[config.mk]
export PLATFORM = sky130hd
export DESIGN_NAME = max_sub_block_16
export DESIGN_NICKNAME = d
export VERILOG_FILES = /design/src/rtl/max_sub_block_16.sv
export SDC_FILE = /design/constraint.sdc
export NUM_CORES = 1
export LEC_CHECK = 0
export ABC_AREA = 1
export BUFFER_PORTS_ARGS = -buffer_cell sky130_fd_sc_hd__buf_2
export CORE_MARGIN = 4
export CORE_UTILIZATION = 57
export DETAILED_ROUTE_END_ITERATION = 10
export PLACE_DENSITY_LB_ADDON = 0.25
export SLEW_MARGIN = 20
export SYNTH_ARGS = -nofsm -noshare
export SYNTH_HDL_FRONTEND = slang
export SYNTH_SLANG_ARGS = --single-unit
[constraint.sdc]
create_clock -name clock_i -period 3.4 [get_ports clock_i]
set_input_delay 0.17 -clock clock_i [delete_from_list [all_inputs] [get_ports clock_i]]
set_output_delay 0.17 -clock clock_i [all_outputs]
set_load 0.1 [all_outputs]
[src/rtl/max_sub_block_16.sv]
// Softmax input normalisation: buffers one vector, tracks its signed maximum while
// loading, then streams x_i - max. Optional macro MAX_SUB_SAT_EN clamps underflow to 0x8001.
module max_sub_block_16 #(
    parameter int data_size   = 16,
    parameter int num_samples = 10,
    parameter int addr_size   = 8
) (
    input  logic                 clock_i,
    input  logic                 reset_i,
    input  logic [data_size-1:0] data_i,
    input  logic                 data_valid_i,
    output logic                 ready_o,
    output logic [data_size-1:0] sub_data_o,
    output logic                 sub_data_valid_o,
    output logic                 sub_done_o
);

    localparam int IDX_W = (num_samples > 1) ? $clog2(num_samples) : 1;
    localparam logic [addr_size-1:0] LAST_IDX = addr_size'(num_samples - 1);
    localparam logic [addr_size-1:0] CNT_END  = addr_size'(num_samples);

    typedef enum logic [1:0] {S_LOAD, S_SUB, S_DONE} state_t;

    state_t                r_state;
    state_t                w_next;
    logic [addr_size-1:0]  r_load_cnt;
    logic [addr_size-1:0]  r_sub_cnt;
    logic [data_size-1:0]  r_max;
    logic [data_size-1:0]  r_buf [0:num_samples-1];
    logic [data_size-1:0]  r_rd;
    logic                  r_rd_vld;
    logic [data_size-1:0]  r_sub_data;
    logic                  r_sub_valid;
    logic                  r_sub_done;
    logic                  r_clr_done;
    logic                  w_accept;
    logic                  w_load_last;
    logic                  w_drained;
    logic [data_size-1:0]  w_sub_res;

    assign ready_o          = (r_state == S_LOAD);
    assign w_accept         = ready_o && data_valid_i;
    assign w_load_last      = w_accept && (r_load_cnt == LAST_IDX);
    // Read stage has issued every index; the output stage is writing the last one now.
    assign w_drained        = (r_state == S_SUB) && (r_sub_cnt == CNT_END);
    assign sub_data_o       = r_sub_data;
    assign sub_data_valid_o = r_sub_valid;
    assign sub_done_o       = r_sub_done;

`ifdef MAX_SUB_SAT_EN
    localparam logic [data_size:0] SAT_MIN = {2'b11, {(data_size-2){1'b0}}, 1'b1};
    logic signed [data_size:0] w_diff;
    assign w_diff    = $signed({r_rd[data_size-1], r_rd}) - $signed({r_max[data_size-1], r_max});
    assign w_sub_res = (w_diff < $signed(SAT_MIN)) ? SAT_MIN[data_size-1:0] : w_diff[data_size-1:0];
`else
    assign w_sub_res = r_rd - r_max;
`endif

    always_ff @(posedge clock_i) begin
        if (reset_i) r_state <= S_LOAD;
        else         r_state <= w_next;
    end

    // NOTE: default first so every path assigns w_next and no latch is inferred.
    always_comb begin
        w_next = r_state;
        case (r_state)
            S_LOAD:  if (w_load_last) w_next = S_SUB;
            S_SUB:   if (w_drained) w_next = S_DONE;
            S_DONE:  w_next = S_LOAD;
            default: w_next = S_LOAD;
        endcase
    end

    // NOTE: the sample buffer has no reset; it is always written before it is read.
    always_ff @(posedge clock_i) begin
        if (w_accept) r_buf[r_load_cnt[IDX_W-1:0]] <= data_i;
    end

    // NOTE: non-blocking assignments throughout so every register samples pre-edge values.
    always_ff @(posedge clock_i) begin
        if (reset_i) begin
            r_load_cnt  <= '0;
            r_sub_cnt   <= '0;
            r_max       <= '0;
            r_rd        <= '0;
            r_rd_vld    <= 1'b0;
            r_sub_data  <= '0;
            r_sub_valid <= 1'b0;
            r_sub_done  <= 1'b0;
            r_clr_done  <= 1'b0;
        end else begin
            r_clr_done <= 1'b0;
            if (w_accept) begin
                r_load_cnt <= w_load_last ? '0 : r_load_cnt + addr_size'(1);
                if (r_load_cnt == '0 || $signed(data_i) > $signed(r_max)) r_max <= data_i;
                if (r_load_cnt == '0) r_clr_done <= 1'b1;
            end

            r_rd_vld <= 1'b0;
            if (r_state == S_SUB && r_sub_cnt != CNT_END) begin
                r_rd      <= r_buf[r_sub_cnt[IDX_W-1:0]];
                r_rd_vld  <= 1'b1;
                r_sub_cnt <= r_sub_cnt + addr_size'(1);
            end

            r_sub_valid <= r_rd_vld;
            if (r_rd_vld) r_sub_data <= w_sub_res;

            // Done is a sticky level until the next vector's first sample has been taken.
            if (r_state == S_DONE) begin
                r_sub_cnt  <= '0;
                r_sub_done <= 1'b1;
            end else if (r_clr_done) begin
                r_sub_done <= 1'b0;
            end
        end
    end

endmodule

# Word level (Yosys, flattened, before mapping)
# Memories as Yosys holds them, arrays and structs flattened. A register that Yosys moved wholly into a read port is not among the register bits.
# Cells that the tools add are included.
[word_totals] ff_bits=54 ramBits=160 input_bits=19 out_inout_bits=19 word_cells=44 mem_count=1
[mem_list] memory="r_buf" depth=10 width=16 rd=1 rd_ports_with_merged_regs=1 wr=1 line="29" text="logic [data_size-1:0] r_buf [0:num_samples-1];"
[op_classes] n_addsub=3 n_lt_le_gt_ge=1 eq_ne=7 n_mux=10 bitwise_logic=1 n_reduce_logical=12
[ops] operator="adder 8 x 1 -> 8 bit (second input constant)" n=2
[ops] operator="equality test 8 x 4 -> 1 bit (second input constant)" n=2
[ops] operator="greater-than comparator 16 bit" n=1
[ops] operator="subtractor 16 bit" n=1
[ops] operator="logical NOT 8 bit" n=1
[ops] operator="2-to-1 mux 8 bit" n=1
[ops] operator="!= test 8 x 4 -> 1 bit (second input constant)" n=1
[ops] operator="2-to-1 mux 1 bit" n=6
[ops] operator="logical AND 1 bit" n=4
[ops] operator="2-to-1 mux 2 bit" n=2
[ops] operator="case mux 2 bit (2 select lines)" n=1
[ops] operator="AND reduction 2 bit" n=2
[ops] operator="OR reduction 2 bit" n=2
[ops] operator="equality test 2 x 1 -> 1 bit (second input constant)" n=1
[ops] operator="equality test 2 bit (second input constant)" n=1
[ops] operator="logical NOT 2 bit" n=1
[ops] operator="!= test 2 x 1 -> 1 bit (second input constant)" n=1
[ops] operator="!= test 2 bit (second input constant)" n=1
[ops] operator="nonzero test 2 bit" n=1
[ops] operator="logical OR 1 bit" n=1
[ops] operator="inverter 1 bit" n=1

# Logic depth before layout (Yosys ltp)
# Gate-level depths: netlist (run 1).
[logic_depth] ltp_word=5 depth_mapped=19 ltp_nobuf=18

# Least setup slack after synthesis (run 1)
# Ideal clock, no wire load.
[synth_timing] kind="reg-to-reg" start="register r_state[1]" end="memory r_buf[8][0], enable pin" setup_ns=0.430 t_arrival_ns=2.896 required_time_ns=2.970 path_slack_ns=0.073 stages_incl_launch_ff=5 n_path_buf=1 period_less_slack_ns=3.327 cell_sequence="dfxtp_1 -> nor2_4 -> nand2_2 -> buf_1 -> nor4_1"
[synth_via] elab_chain_len=4
[synth_lines] element="start, declared" line="24" text="state_t r_state;"
[synth_lines] element="start signal, assigned" line="61" text="else r_state <= w_next;"
[synth_lines] element="logical NOT 2 bit" line="41" text="assign ready_o = (r_state == S_LOAD);"
[synth_lines] element="named net ready_o" line="12" text="output logic ready_o,"
[synth_lines] element="logical AND 1 bit" line="42" text="assign w_accept = ready_o && data_valid_i;"
[synth_lines] element="2-to-1 mux 1 bit" line="77" text="if (w_accept) r_buf[r_load_cnt[IDX_W-1:0]] <= data_i;"
[synth_lines] element="2-to-1 mux 1 bit (implied by the code)" line="77"
[synth_lines] element="end, declared" line="29"
# The timed path passes the listed nets, and every way through them passes these cells.

# Worst setup path after layout (run 1)
[layout_timing] start="register r_max[15]" end="register r_max[5]"
[layout_via] elab_chain_len=3
[layout_lines] element="start, declared" line="28" text="logic [data_size-1:0] r_max;"
[layout_lines] element="start signal, assigned" line="96" text="if (r_load_cnt == '0 || $signed(data_i) > $signed(r_max)) r_max <= data_i;"
[layout_lines] element="greater-than comparator 16 bit" line="96"
[layout_lines] element="logical OR 1 bit" line="96"
[layout_lines] element="AND reduction 2 bit (no line)"
# Every way passes these cells.
# A chain may end at the register's enable or synchronous reset.

==> summary.txt, run 1 <==
Drt
  – First-pass DRT Iterations: 5
  – # DRC: 0
  – Drt initial violations: around 560
  – Routed length per placed instance: around 18 um
  – Drt via density: approximately 5.7
  – DRT antenna net count: 0
  – Vias: about 7200
  – Post-Route WL: approximately 23000 um

Worst setup path
  – Worst Reg2Reg Path Length in Cells: 13
  – Crit path top cell by count: nand2_1
  – Setup slack, reg-to-reg: roughly 1300 ps
  – Worst-path fanout max: 32
  – Critical path required time: around 3800 ps
  – Kind of critical path: flop to flop
  – WP buf/inv: 1
  – Critical Path Source Type: flop
  – Launch point of the worst reg-to-reg path: r_max[15]$_SDFFE_PP0P_
  – Top delay family on crit path: simple AND/OR/NAND/NOR gates
  – CP endpoint kind: flop
  – FF-to-FF End: r_max[5]$_SDFFE_PP0P_
  – Worst path cell trace: inv_1, ha_1, nand2_1, nor3_2, nand2_1, nand2_1, nand2_1, nand2_1, nand2_2, nand2_4, nand3_1, nand2_1, nor2_1
  – WP data arrival: around 2500 ps
  – Crit-path max cell delay: approximately 370 ps
  – CP max stage cell: dfxtp_1
  – CP startpoint: r_max[15]$_SDFFE_PP0P_

Logic synthesis
  – Mapped cell area: 0.0103 mm^2
  – Synth Register Bits: 230
  – Synth cell types: 48
  – Synth Flop Type: edfxtp_1
  – YS warnings: 0
  – Post-synth EDFFs: 160
  – Register area share after synthesis: 60.3%
  – Syn avg cell area: ~10 um^2
  – Post-synthesis async set-or-reset flop share: 0%
  – Post-Synthesis Cells: ~1000
  – Post-Syn Nets: roughly 1000

Global routing
  – Vias in the first global route: between 6000 and 7000
  – First-pass GRT wire length: between 30000 and 40000 um
  – Largest net degree at the start of global routing: 84
  – Initial antenna violation count: 0
  – GR Overflow Total: 0
  – All-Layer GR Usage: 22.8%

STA
  – Worst Skew: roughly 8.5 ps
  – Slew @ Worst Pin: just under 1000 ps
  – Setup TNS Final: 0 ps
  – Final period utilization: 62.4%
  – Slew HR: about 34%
  – RSZ-0062 raised after global routing: no
  – Final Hold Fails: 0
  – Fmax: between 0.4 and 0.5 GHz
  – Final setup violating endpoints: 0
  – Crit path time final: roughly 2100 ps
  – Fin. max-slew vios: 0

Clock tree
  – Number of buffers created by CTS: 24
  – Clk_lat worst skew: 510 ps
  – CTS Root Cell: clkbuf_16
  – CTS sink count: between 200 and 250
  – H-tree depth: 1
  – Postcts setup bufs: 0
  – CTS tree: built
  – Worst-path clk slew: roughly 60 ps
  – Clock Tree Buf Depth: 3

Worst hold path
  – Hold WC Path Type: input port to flop
  – Min-Delay Startpoint: data_i[12]
  – Worst hold path depth: 1
  – Hold Path Sink: r_buf[6][12]$_DFFE_PP_

Job
  – Maxcap violations: 0

Cells and area
  – Fin cells: around 1300
  – Fill count: between 1000 and 1500
  – Layout Area Growth over Synthesis: 11.7%
  – Multi-input logic area: around 0.0035 mm^2
  – Sequential Area: 0.00621 mm^2
  – Layout cell share with drive strength beyond 1: 11.1%
  – # diodes: 0
  – Final nets: between 1000 and 1500

Floorplanning
  – IO Count: 38
  – Die area: roughly 0.020 mm^2
  – Initial cell density of the core: between 50% and 60%
  – Site row count: 48
  – Die width: around 140 um
  – Core Footprint: ~0.017 mm^2
  – Die Height: between 100 and 150 um

Power and ir drop
  – Peak VDD IR: a little over 0.6 mV
  – Power per Cell Area: 536 mW/mm^2
  – Leakage: about 4.4 nW

Status
  – Status: finished clean

Place
  – Port Buffers: 37
  – Dpl cells: between 1000 and 1500
  – Final Wtd Congestion: around 0.89
  – HPWL Detailed: around 14000 um
## area by class of cell
cell class | instances | share of cell area [%]
timing repair buffer | 57 | 2.96
inverter | 101 | 3.30
clock buffer | 31 | 5.64
multi-input combinational | 611 | 30.5
clock inverter | 12 | 1.15
tap | 225 | 2.45
sequential | 230 | 54.0
## cells by family (layout without fill, tap and decap cells)
group,count (synthesis),in the layout,share of synthesized area (%)
AND/OR/NAND/NOR,330,330,13.6
flip-flops,230,230,60.3
AO/OA/AOI/OAI,215,215,12.7
buffers and inverters,151,201,6.15
adder cells (fa/ha/maj),38,38,4.69
multiplexers,16,16,1.56
XOR/XNOR,12,12,1.02
## cell usage in the layout (no fill, tap or decap), types with 3 or more instances in the layout
| cell type | instances |
|---|---|
| edfxtp_1 | 160 |
| inv_2 | 3 |
| nand3b_1 | 3 |
| o21bai_1 | 3 |
| clkinv_1 | 6 |
| o21ai_0 | 88 |
| nand3_1 | 36 |
| o211ai_1 | 18 |
| o221ai_1 | 16 |
| buf_4 | 18 |
| ha_1 | 37 |
| nor2_1 | 173 |
| dfxtp_1 | 68 |
| bufinv_16 | 3 |
| nand4_1 | 4 |
| nor3_2 | 9 |
| nor3_1 | 3 |
| a21oi_1 | 43 |
| o32ai_1 | 16 |
| mux2i_1 | 16 |
| clkbuf_1 | 6 |
| a31oi_1 | 16 |
| inv_1 | 96 |
| xor2_1 | 10 |
| buf_2 | 37 |
| clkinv_2 | 4 |
| nand2_1 | 89 |
| clkbuf_16 | 25 |
| o21ai_1 | 4 |
## worst max-delay path by stage
stage	to	cells after the start
after floorplan	r_buf[8][0]$_DFFE_PP_	4
after global placement	r_max[4]$_SDFFE_PP0P_	13
after detailed placement	r_max[6]$_SDFFE_PP0P_	13
after CTS	r_max[5]$_SDFFE_PP0P_	13
after global routing	r_max[11]$_SDFFE_PP0P_	13
final	r_max[5]$_SDFFE_PP0P_	13
## cells in the mapped netlist, types with 2 or more instances
cell type,instances,area share (%)
o21ai_0,88,4.3
o21bai_1,3,0.22
a31oi_1,16,0.97
buf_6,5,0.55
o221ai_1,16,1.4
o21ai_1,4,0.19
xor2_1,10,0.85
a211oi_1,2,0.15
nor2_1,173,6.3
nor4_1,3,0.18
inv_2,3,0.11
clkbuf_1,25,0.91
xnor2_1,2,0.17
a21o_1,2,0.15
nand4_1,4,0.24
buf_1,5,0.18
mux2i_1,16,1.6
inv_1,96,3.5
dfxtp_1,70,14
nor4_2,2,0.24
nand2_1,89,3.2
nand2_2,2,0.12
nor3_1,10,0.49
nand3_1,36,1.7
buf_4,3,0.22
o32ai_1,16,1.4
a21oi_1,43,2.1
buf_2,11,0.53
nand3b_1,3,0.22
clkinv_1,2,0.073
o211ai_1,18,1.3
edfxtp_1,160,47
o31ai_1,2,0.15
nor3_2,2,0.19
ha_1,37,4.5
## per-layer routing
layer  routed length (um)  share of wire (%)  track usage, %  vias up
met5                    0                  0               0        -
met4                  703                3.1            6.25        0
met3                 1350                5.9            3.43       52
met2                10700                 46            37.6      229
met1                10300                 45            31.8     3425
li1                     -                  -               -     3540
## where the power goes
part	total (mW)	internal (mW)	switching, mW
clock	2.60	1.57	1.03
sequential	3.08	3.05	0.0230
combinational	0.490	0.161	0.329
## per-stage QoR
step | utilization, % | hold WS [ps] | cell area (um^2) | power, mW | setup slack [ps]
global route | 65.8 | 11.6 | 11500 | 6.38 | 1080
finish | 65.8 | 15.1 | 11500 | 6.17 | 1280
CTS | 65.8 | 0.850 | 11500 | 6.20 | 1280
detailed placement | 61.2 | 470 | 10700 | 3.62 | 1290
global placement | 61.2 | 461 | 10700 | 3.61 | 1340
floorplan | - | 269 | 10300 | 3.48 | 73.4
## worst reg2reg max path: stages (launching register included)
cell and delay (ps):
dfxtp_1 370, inv_1 60, ha_1 350, nand2_1 110
nor3_2 240, nand2_1 100, nand2_1 80, nand2_1 50
nand2_1 70, nand2_2 60, nand2_4 260, nand3_1 120
nand2_1 80, nor2_1 60
## timing repair
action | in CTS | in global routing
hold buffers | 2 | 0
gates resized for setup | 0 | 0
endpoints found under the hold margin | 20 | 0
## sequential cells by signal, summed over array words and instances, names as in the netlist
name / flops
r_buf: 160
r_clr_done: 1
r_load_cnt: 8
r_max: 16
r_rd: 16
r_rd_vld: 1
r_state: 2
r_sub_cnt: 8
sub_data_o: 16
sub_data_valid_o: 1
sub_done_o: 1
No activity file was read; power rests on OpenSTA's default activity.
==> run 2, diff against run 1 <==
clock period = 2 ns   (was 3.4 ns; I/O delays follow)
==> summary.txt, run 2 (same netlist as run 1, synthesis figures left out) <==
Drt
  – Routed length per placed instance: ~19 um
  – Drt initial violations: slightly above 700
  – Vias: around 7600
  – DRT antenna net count: 0
  – # DRC: 0
  – First-pass DRT Iterations: 5
  – Post-Route WL: about 25000 um
  – Drt via density: roughly 5.8

Global routing
  – Initial antenna violation count: 0
  – First-pass GRT wire length: approximately 38000 um
  – Vias in the first global route: between 7000 and 8000
  – All-Layer GR Usage: 23.8%
  – GR Overflow Total: 0
  – Largest net degree at the start of global routing: 81

Floorplanning
  – IO Count: 38
  – Die Height: ~140 um
  – Initial cell density of the core: 58.9%
  – Core Footprint: 0.0175 mm^2
  – Die area: between 0.02 and 0.025 mm^2
  – Die width: ~140 um
  – Site row count: 48

Clock tree
  – CTS sink count: 230
  – Clk_lat worst skew: between 500 and 600 ps
  – CTS Root Cell: clkbuf_16
  – H-tree depth: 1
  – Number of buffers created by CTS: 24
  – Clock Tree Buf Depth: 3
  – Worst-path clk slew: approximately 70 ps
  – CTS tree: built

Status
  – Status: finished clean

Worst setup path
  – Worst Reg2Reg Path Length in Cells: 15
  – Setup slack, reg-to-reg: approximately 3.1 ps
  – CP Capture Point: r_max[10]$_SDFFE_PP0P_
  – Kind of critical path: flop to flop
  – Critical path required time: roughly 2400 ps
  – Launch point of the worst reg-to-reg path: r_max[4]$_SDFFE_PP0P_
  – CP endpoint kind: flop
  – WP data arrival: 2400 ps
  – Crit path top cell by count: nand2_1
  – Worst-path fanout max: 8
  – Top delay family on crit path: simple AND/OR/NAND/NOR gates
  – WP buf/inv: 1
  – Critical Path Source Type: flop
  – CP startpoint: r_max[4]$_SDFFE_PP0P_
  – FF-to-FF End: r_max[10]$_SDFFE_PP0P_
  – CP max stage cell: dfxtp_2
  – Critical path depth: 15
  – Crit-path max cell delay: between 300 and 400 ps
  – Worst path cell trace: inv_2, ha_1, nand2_2, nor2_4, nand2_1, nand2_1, nand2_1, nand2_1, nand2_1, nand2_2, nand2_8, nand2_8, nand3_1, nand2_1, nor2_1

Cells and area
  – Fin cells: roughly 1300
  – Fill count: 1200
  – Most common cell after layout, fill and taps aside: nor2_1
  – # diodes: 0
  – Max FFs per register: 160
  – Sequential Area: between 0.006 and 0.007 mm^2
  – Layout cell share with drive strength beyond 1: between 20 and 25%
  – Final nets: 1129
  – Layout Area Growth over Synthesis: 20.8%
  – Most frequent cells in the layout: nor2_1, edfxtp_1, inv_1
  – Multi-input logic area: 0.00394 mm^2

Worst hold path
  – Hold WC Path Type: input port to flop
  – Min-Delay Startpoint: data_i[4]

Power and ir drop
  – Power per Cell Area: around 860 mW/mm^2
  – Leakage: 4.74 nW
  – Total power: ~11 mW
  – Peak VDD IR: roughly 0.89 mV

STA
  – Slew HR: about half
  – Final Hold Fails: 0
  – Crit path time final: 2000 ps
  – Final setup violating endpoints: 0
  – Worst Skew: about 14 ps
  – Slew @ Worst Pin: ~760 ps
  – Fmax: 0.501 GHz
  – Final period utilization: ~100%
  – Fin. max-slew vios: 0

Job
  – Maxcap violations: 0

Place
  – Port Buffers: 37
  – Final Wtd Congestion: approximately 0.93
  – Dpl cells: around 1300
  – HPWL Detailed: 15300 um
## run 2: changes by cell type in the layout (fill, tap and decap cells not counted), moves of 10 or more
cell     before  now
a21oi_1      43   30
dfxtp_2       2   15
a21oi_2       1   13
buf_4        18   41
nand3_1      36   26
ha_1         37   24
ha_4          0   10
nand3_2       1   11
dfxtp_1      68   55
buf_12        0   13
## run 2: worst min-delay path by stage
stage,endpoint,slack [ps],cells past startpoint
CTS,r_buf[8][1]$_DFFE_PP_,4,2
global route,r_buf[8][4]$_DFFE_PP_,30,2
floorplan,r_buf[0][0]$_DFFE_PP_,200,0
finish,r_buf[9][4]$_DFFE_PP_,30,2
global placement,r_buf[4][0]$_DFFE_PP_,420,1
detailed placement,r_buf[5][0]$_DFFE_PP_,420,1
## run 2: metal layers
layer	part of all wire (%)	GRT usage [%]	wire [um]
met5	0	0	0
met2	48	39.3	12100
met4	2.9	6.90	713
met1	41	32.5	10100
met3	8.1	4.27	2010
## run 2: timing repair
action,in CTS,in global routing
endpoints found under the setup margin,16,23
pin swaps,0,14
hold buffers,10,0
cloned,0,3
setup buffers,0,6
hold endpoints to repair,90,0
gates resized for setup,2,77
## run 2: cell type report
class | count | share of cell area (%)
clock buffers | 32 | 5.24
clock inverters | 12 | 0.875
inverters | 101 | 3.07
multi-input cells | 614 | 31.6
flip-flops and latches | 230 | 50.0
well taps | 225 | 2.26
repair buffers | 101 | 6.88
## run 2: stage by stage
stage | cell area, um^2 | hold slack (ps) | utilization [%] | setup TNS, ps | setup slack, ps
after CTS | 12000 | 4.05 | 68.8 | 0 | 30.7
after global routing | 12400 | 27.2 | 71.2 | -1230 | -104
final | 12400 | 29.8 | 71.2 | 0 | 3.08
after global placement | 11100 | 420 | 63.8 | -252 | -45.5
after floorplan | 10400 | 199 | - | -13310 | -302
after detailed placement | 11100 | 423 | 63.8 | -744 | -92.4
## run 2: power breakdown
group,switching (mW),internal (mW)
sequential,0.0467,5.20
clock,1.76,2.54
combinational,0.734,0.440
